**config.mk**
```make
export PLATFORM = sky130hd
export DESIGN_NAME = simmem_release_arbiter
export DESIGN_NICKNAME = d
export VERILOG_FILES = /design/src/rtl/simmem_pkg.sv /design/src/rtl/simmem_rr_picker.sv /design/src/rtl/simmem_release_arbiter.sv
export SDC_FILE = /design/constraint.sdc
export NUM_CORES = 1
export LEC_CHECK = 0
export ABC_AREA = 1
export ABC_CLOCK_PERIOD_IN_PS = 5400
export CELL_PAD_IN_SITES_DETAIL_PLACEMENT = 1
export CELL_PAD_IN_SITES_GLOBAL_PLACEMENT = 1
export CORE_ASPECT_RATIO = 1.5
export CORE_MARGIN = 10
export CORE_UTILIZATION = 33
export DETAILED_ROUTE_END_ITERATION = 7
export GPL_TIMING_DRIVEN = 0
export PLACE_DENSITY = 0.86
export SETUP_SLACK_MARGIN = 0.2
export SLEW_MARGIN = 20
export SYNTH_ARGS = -nofsm -noshare
export SYNTH_HDL_FRONTEND = slang
export SYNTH_SLANG_ARGS = --single-unit
```
**constraint.sdc**
```tcl
create_clock -name clk_i -period 5.4 [get_ports clk_i]
set_input_delay 0.81 -clock clk_i [delete_from_list [all_inputs] [get_ports clk_i]]
set_output_delay 0.81 -clock clk_i [all_outputs]
set_load 0.03 [all_outputs]
```
**src/rtl/simmem_pkg.sv**
```systemverilog
// Shared sizing and types for the simulated-memory response path.
// Latency: none (package of constants and types only).
// Backpressure: not applicable.
package simmem_pkg;

    localparam int WRspBankCapa = 8;
    localparam int WRspBankIdxW = (WRspBankCapa > 1) ? $clog2(WRspBankCapa) : 1;

    typedef logic [WRspBankIdxW-1:0] wrsp_bank_idx_t;

    // Presentation state of the release arbiter; the encoding doubles as rel_valid_o.
    typedef enum logic {
        REL_IDLE    = 1'b0,
        REL_PRESENT = 1'b1
    } rel_state_e;

endpackage

```
**src/rtl/simmem_rr_picker.sv**
```systemverilog
// Round-robin picker: first set request bit at or after ptr_i, wrapping to bit 0.
// Latency: purely combinational.
// Backpressure: none; the caller decides when a pick is consumed.
module simmem_rr_picker #(
    parameter int NumEntries = 8,
    parameter int IdxW       = 3
) (
    input  logic [NumEntries-1:0] req_i,
    input  logic [IdxW-1:0]       ptr_i,
    output logic [IdxW-1:0]       grant_idx_o,
    output logic                  any_valid_o
);

    logic [IdxW-1:0] hi_idx;
    logic [IdxW-1:0] lo_idx;
    logic            hi_vld;
    logic            lo_vld;

    // Scan downwards so the lowest qualifying index wins in both the at-or-above-pointer and wrapped search.
    always_comb begin
        hi_idx = '0;
        lo_idx = '0;
        hi_vld = 1'b0;
        lo_vld = 1'b0;
        for (int i = NumEntries - 1; i >= 0; i--) begin
            if (req_i[i]) begin
                lo_idx = IdxW'(i);
                lo_vld = 1'b1;
                if (IdxW'(i) >= ptr_i) begin
                    hi_idx = IdxW'(i);
                    hi_vld = 1'b1;
                end
            end
        end
    end

    assign grant_idx_o = hi_vld ? hi_idx : lo_idx;
    assign any_valid_o = lo_vld;

endmodule

```
**src/rtl/simmem_release_arbiter.sv**
```systemverilog
// Grants one releasable response entry per cycle, round-robin; optional stats under SIMMEM_RELEASE_STATS_EN.
// Latency: release bit rising while idle -> rel_valid_o one cycle later; back-to-back grants sustain one per cycle.
// Backpressure: rel_idx_o held stable while rel_ready_i is low; released_onehot_o pulses on the handshake only.
module simmem_release_arbiter
    import simmem_pkg::*;
#(
    parameter int NumEntries = WRspBankCapa,
    parameter int IdxW       = (NumEntries > 1) ? $clog2(NumEntries) : 1
) (
    input  logic                  clk_i,
    input  logic                  rst_i,
    input  logic [NumEntries-1:0] release_en_i,
    output logic [NumEntries-1:0] released_onehot_o,
    output logic                  rel_valid_o,
    output logic [IdxW-1:0]       rel_idx_o,
`ifdef SIMMEM_RELEASE_STATS_EN
    output logic [31:0]           rel_count_o,
    output logic [31:0]           stall_cycles_o,
`endif
    input  logic                  rel_ready_i
);

    rel_state_e            state_q;
    rel_state_e            state_d;
    logic [IdxW-1:0]       rel_idx_q;
    logic [IdxW-1:0]       rel_idx_d;
    logic [IdxW-1:0]       ptr_q;
    logic [IdxW-1:0]       ptr_d;
    logic [IdxW-1:0]       idx_inc;
    logic [IdxW-1:0]       grant_idx;
    logic                  any_valid;
    logic                  hs;
    logic [NumEntries-1:0] cand;

    assign hs      = (state_q == REL_PRESENT) && rel_ready_i;
    assign idx_inc = (rel_idx_q == IdxW'(NumEntries - 1)) ? '0 : rel_idx_q + IdxW'(1);
    assign ptr_d   = hs ? idx_inc : ptr_q;

    // The delay bank clears a released bit one edge late, so the entry handshaken now is masked out.
    assign cand = release_en_i & ~released_onehot_o;

    // The pointer already advanced past the entry just released, so a back-to-back grant moves on.
    simmem_rr_picker #(
        .NumEntries (NumEntries),
        .IdxW       (IdxW)
    ) u_picker (
        .req_i       (cand),
        .ptr_i       (ptr_d),
        .grant_idx_o (grant_idx),
        .any_valid_o (any_valid)
    );

    // State, presented index and round-robin pointer registers.
    always_ff @(posedge clk_i) begin
        if (rst_i) begin
            state_q   <= REL_IDLE;
            rel_idx_q <= '0;
            ptr_q     <= '0;
        end else begin
            state_q   <= state_d;
            rel_idx_q <= rel_idx_d;
            ptr_q     <= ptr_d;
        end
    end

    // Next state: grant from idle, hold while stalled, regrant or go idle on a handshake.
    always_comb begin
        state_d   = state_q;
        rel_idx_d = rel_idx_q;
        case (state_q)
            REL_IDLE: begin
                if (any_valid) begin
                    state_d   = REL_PRESENT;
                    rel_idx_d = grant_idx;
                end
            end
            REL_PRESENT: begin
                if (hs) begin
                    if (any_valid) begin
                        rel_idx_d = grant_idx;
                    end else begin
                        state_d = REL_IDLE;
                    end
                end
            end
            default: state_d = REL_IDLE;
        endcase
    end

    // Outputs: valid mirrors the state, released pulse is the same-cycle decode of the handshake.
    always_comb begin
        rel_valid_o       = (state_q == REL_PRESENT);
        rel_idx_o         = rel_idx_q;
        released_onehot_o = hs ? (NumEntries'(1) << rel_idx_q) : '0;
    end

`ifdef SIMMEM_RELEASE_STATS_EN
    logic [31:0] rel_count_q;
    logic [31:0] stall_q;

    // Handshake count wraps freely; stall count sticks at all-ones.
    always_ff @(posedge clk_i) begin
        if (rst_i) begin
            rel_count_q <= '0;
            stall_q     <= '0;
        end else begin
            if (hs) begin
                rel_count_q <= rel_count_q + 32'd1;
            end
            if ((state_q == REL_PRESENT) && !rel_ready_i && (stall_q != 32'hFFFF_FFFF)) begin
                stall_q <= stall_q + 32'd1;
            end
        end
    end

    assign rel_count_o    = rel_count_q;
    assign stall_cycles_o = stall_q;
`endif

    // A presented entry must stay releasable until it is accepted.
    a_presented_sticky: assert property (@(posedge clk_i) disable iff (rst_i)
        rel_valid_o |-> release_en_i[rel_idx_o]);

endmodule

```
* Word-level counts from Yosys, hierarchy flattened
Cells that the tools add are included.
Widths: inputs -> output; s select.
** Word-level totals
- Register bits :: 7
- Input port bits :: 11
- Output and inout port bits :: 12
- Logic and storage cells :: 77
** Operators by class
- Add/sub/neg operators :: 1
- $lt $le $gt $ge :: 8
- Equality and inequality tests :: 2
- Shifts and indexed selects :: 1
- Muxes and demuxes :: 58
- Bitwise gates (word level) :: 3
- Reductions and logical operators :: 1
** Operators by type and width (count)
- $mux 3 :: 29
- $mux 1 :: 26
- $ge 3x3->1 const A :: 4
- $and 8x8->8 :: 1
- $mux 8 :: 1
- $not 8->8 :: 1
- $shl 1x3->8 const A :: 1
- $ge 1x3->1 const A :: 2
- $ge 2x3->1 const A :: 2
- $pmux 3 s2 :: 1
- $add 3x1->3 const B :: 1
- $eq 3x3->1 const B :: 1
- $ne 2x1->1 const B :: 1
- $pmux 1 s2 :: 1
- $logic_and 1x1->1 :: 1
- $not 1->1 :: 1

* Longest topological paths before layout
- Word-level depth :: 24
- Gate-level depth with buffers :: 16
- Mapped depth without buffers :: 16

* Hierarchy
Synthesis repeated with hierarchy kept, for this count alone.
** Unflattened totals
- Cell total of the unflattened synthesis :: 144
- Area total of the unflattened synthesis :: 862.1 sq um
** Modules (own cells, without submodules)
- simmem_release_arbiter :: instances 1, cells each 87, area an instance 569.3 sq um, sequential area each 140.1 sq um
- simmem_rr_picker :: instances 1, cells each 57, area an instance 292.8 sq um, sequential area each 0.0 sq um

* Worst setup path before layout
Ideal clock, no wire load.
- Path type :: in2out
- Start :: input rel_ready_i
- End :: output released_onehot_o[0]
- Arrival :: 1.502 ns
- Data required time :: 4.590 ns
- Slack :: 3.088 ns
- Stages :: 4
- Path buffers :: 0
- Path through :: nand2_4 > nor2_2 > inv_2 > nor2_1
** Between the ends
- Word-level cells in the longest chain between the ends :: 2
** Ends and longest elaborated chain
- start: declaration :: line simmem_release_arbiter.sv:20 : input logic rel_ready_i
- $logic_and 1x1->1 :: line simmem_release_arbiter.sv:35 : assign hs = (state_q == REL_PRESENT) && rel_ready_i;
- $mux 8 :: line simmem_release_arbiter.sv:94 : released_onehot_o = hs ? (NumEntries'(1) << rel_idx_q) : '0;
- end: declaration :: line simmem_release_arbiter.sv:13 : output logic [NumEntries-1:0] released_onehot_o,
No other way between the ends.

* Worst setup path after layout
- Start :: input rel_ready_i
- End :: output released_onehot_o[1]
Same word-level chain as after synthesis.

==> results.toml <==
[outcome]
status = "completed"

[sta]
worstMarginPinSlew_ns = 0.413
hold_viol = 0
min_period_ns = 3.31
setup_viol = 0
finalWorstSetupSlack_ns = 2.09
fmax_mhz = 302
grt_setup_unrepaired = "no"
drv_slew = 0
skew_ns = 0.00196
period_share_pct = 61.3
tns_ns = 0
max-slew-margin-rel_pct = 72.5

[routing]
vias = 896
routed_wl_um = 2540
drtAntennaViolNets = 0
initialDrtViolationCount = 6
drcViolationCount = 0
viasPerCell = 4.74
firstDrtPassIters = 3
wl_per_cell_um = 13.5

[worst_setup_path]
path_class = "input port to output port"
start_kind = "input port"
cp.required_ns = 4.59
worstPathMaxFanout = 10
critPathArrivalTime_ns = 2.50
critPathCaptureType = "output port"

[pwr]
pwr-share-seq_pct = 30.7
power_switching_uw = 83.4
pwr-share-comb_pct = 45.0
power.internal_uw = 118
finalPower_uw = 201
p_sw_share_pct = 41.4
p_clk_share_pct = 24.3
ir_drop_uv = 131
p_per_area_mw_per_mm2 = 187
power_leakage_uw = 0.000533

[global_routing]
grt_pass1_wl_um = 4330
overflow = 0
met3_usage_pct = 2.36
grt.total_usage_pct = 11.2
grtUsageMet2_pct = 22.2
grt_max_degree = 11
gr-usage-met1_pct = 10.8
grt_pass1_vias = 969
top_usage_layer = "met2"
antenna_found_initial = 0

[clock_network]
path_clk_slew_ns = 0.06
clock_latency_ns = 0.25
post_cts_resized = 0
cts.sinks = 7
cts_made_buffers = 3
root_buffer = "clkbuf_4"
cts_buffer_depth = 2
htree_levels = 1
hold_buffers = 0
postCtsSetupRepairBufs = 0
tritoncts = "built"

[floorplan]
initial_core_util_pct = 35.1
die_w_um = 60.3
rows = 21
core_area_mm2 = 0.00229
chipHeight_um = 80.4
io_pins = 23
die_area_mm2 = 0.00484

[final_layout]
layout_commonest_cell = "nand2_1"
final_area_mm2 = 0.00108
drive_gt1_share_pct = 15.7
antenna_cells = 0
area_delta_synth_final_pct = 34.3
final_nets = 183
final_util_pct = 47.1
final_cell_mix = "42 x nand2_1, 24 x inv_1, 22 x clkdlybuf4s50_1"

[yosys]
syn-cell-area_um2 = 802
netlist_instances = 140
syn_avg_cell_area_um2 = 5.73
synth_fp_nets = 156
seq_area_frac_synth_pct = 17.5
yosysWarnings = 0
ys_ff_latch = 7
synth_cell_types = 22

[place]
placed_area_mm2 = 0.00105
place_congestion = 0.778
port_buffers = 22
pre_cts_ws_ns = 2.09
dp_hpwl_um = 2180

[job]
maxCapViolations = 0

[worst_hold_path]
hp-class = "register to register"
-- routing by layer --
| metal | vias up | routed length (um) |
|---|---|---|
| li1 | 476 | - |
| met1 | 410 | 992 |
| met2 | 8 | 1480 |
| met3 | 2 | 66 |
| met4 | 0 | 5 |
| met5 | - | 0 |
-- worst max-delay path, cell delays in order --
cell             delay, ns
clkdlybuf4s50_1       0.54
nand2_4               0.12
nor2_2                0.13
inv_2                 0.10
nor2_1                0.11
clkdlybuf4s50_1       0.68
-- layout make-up --
| class | count | area [um2] |
|---|---|---|
| clock buffers | 4 | 26.3 |
| well taps | 23 | 28.8 |
| inverters | 28 | 105 |
| flip-flops and latches | 7 | 140 |
| repair buffers | 22 | 220 |
| multi-input cells | 105 | 557 |
| fillers | 327 | 1210 |
-- logic make-up after synthesis --
family | synth area share [%]
compound gates | 16.5
fa+ha+maj | 7.80
flops | 17.5
simple gates | 45.1
buf+inv | 13.1
-- through the flow --
stage | std cells | hold WS [ns]
after floorplan | 140 | 0.522
after global placement | 185 | 0.567
after detailed placement | 185 | 0.589
final | 189 | 0.601
after global routing | 189 | 0.665
after CTS | 189 | 0.600
-- registers in the layout, indices dropped and copies added, names as in the netlist --
signal	count
rel_idx_o	3
ptr_q	3
rel_valid_o	1
-- cells in the mapped netlist, drive strengths merged --
| master | number | share of area [%] |
|---|---|---|
| o21ai | 13 | 11 |
| a21oi | 6 | 4.2 |
| a21boi | 1 | 0.94 |
| or2 | 1 | 0.78 |
| dfxtp | 7 | 17 |
| inv | 28 | 13 |
| nand2 | 48 | 25 |
| ha | 5 | 7.8 |
| nand3 | 3 | 2.5 |
| nor3 | 2 | 1.9 |
| nor2 | 26 | 15 |
-- path summary, 6_finish.rpt --
path	start	depth (start not counted)	slack (ns)	endpoint
setup / recovery	rel_ready_i	6	2.09	released_onehot_o[1]
hold / removal	ptr_q[0]$_SDFF_PP0_	4	0.60	ptr_q[0]$_SDFF_PP0_
setup reg to reg	rel_idx_o[0]$_SDFFE_PP0P_	8	3.25	rel_idx_o[0]$_SDFFE_PP0P_
hold reg to reg	ptr_q[0]$_SDFF_PP0_	4	0.60	ptr_q[0]$_SDFF_PP0_
-- power by group through the flow --
| stage | combinational, uW | sequential [uW] | clock, uW |
|---|---|---|---|
| global route | 102 | 62.5 | 53.9 |
| detailed placement | 90.9 | 63.2 | 0 |
| global placement | 88.3 | 62.8 | 0 |
| CTS | 91.9 | 62.0 | 52.3 |
| floorplan | 55.6 | 66.9 | 0 |
| finish | 90.5 | 61.9 | 48.9 |
Note: power is estimated with default switching activity, not from simulation.
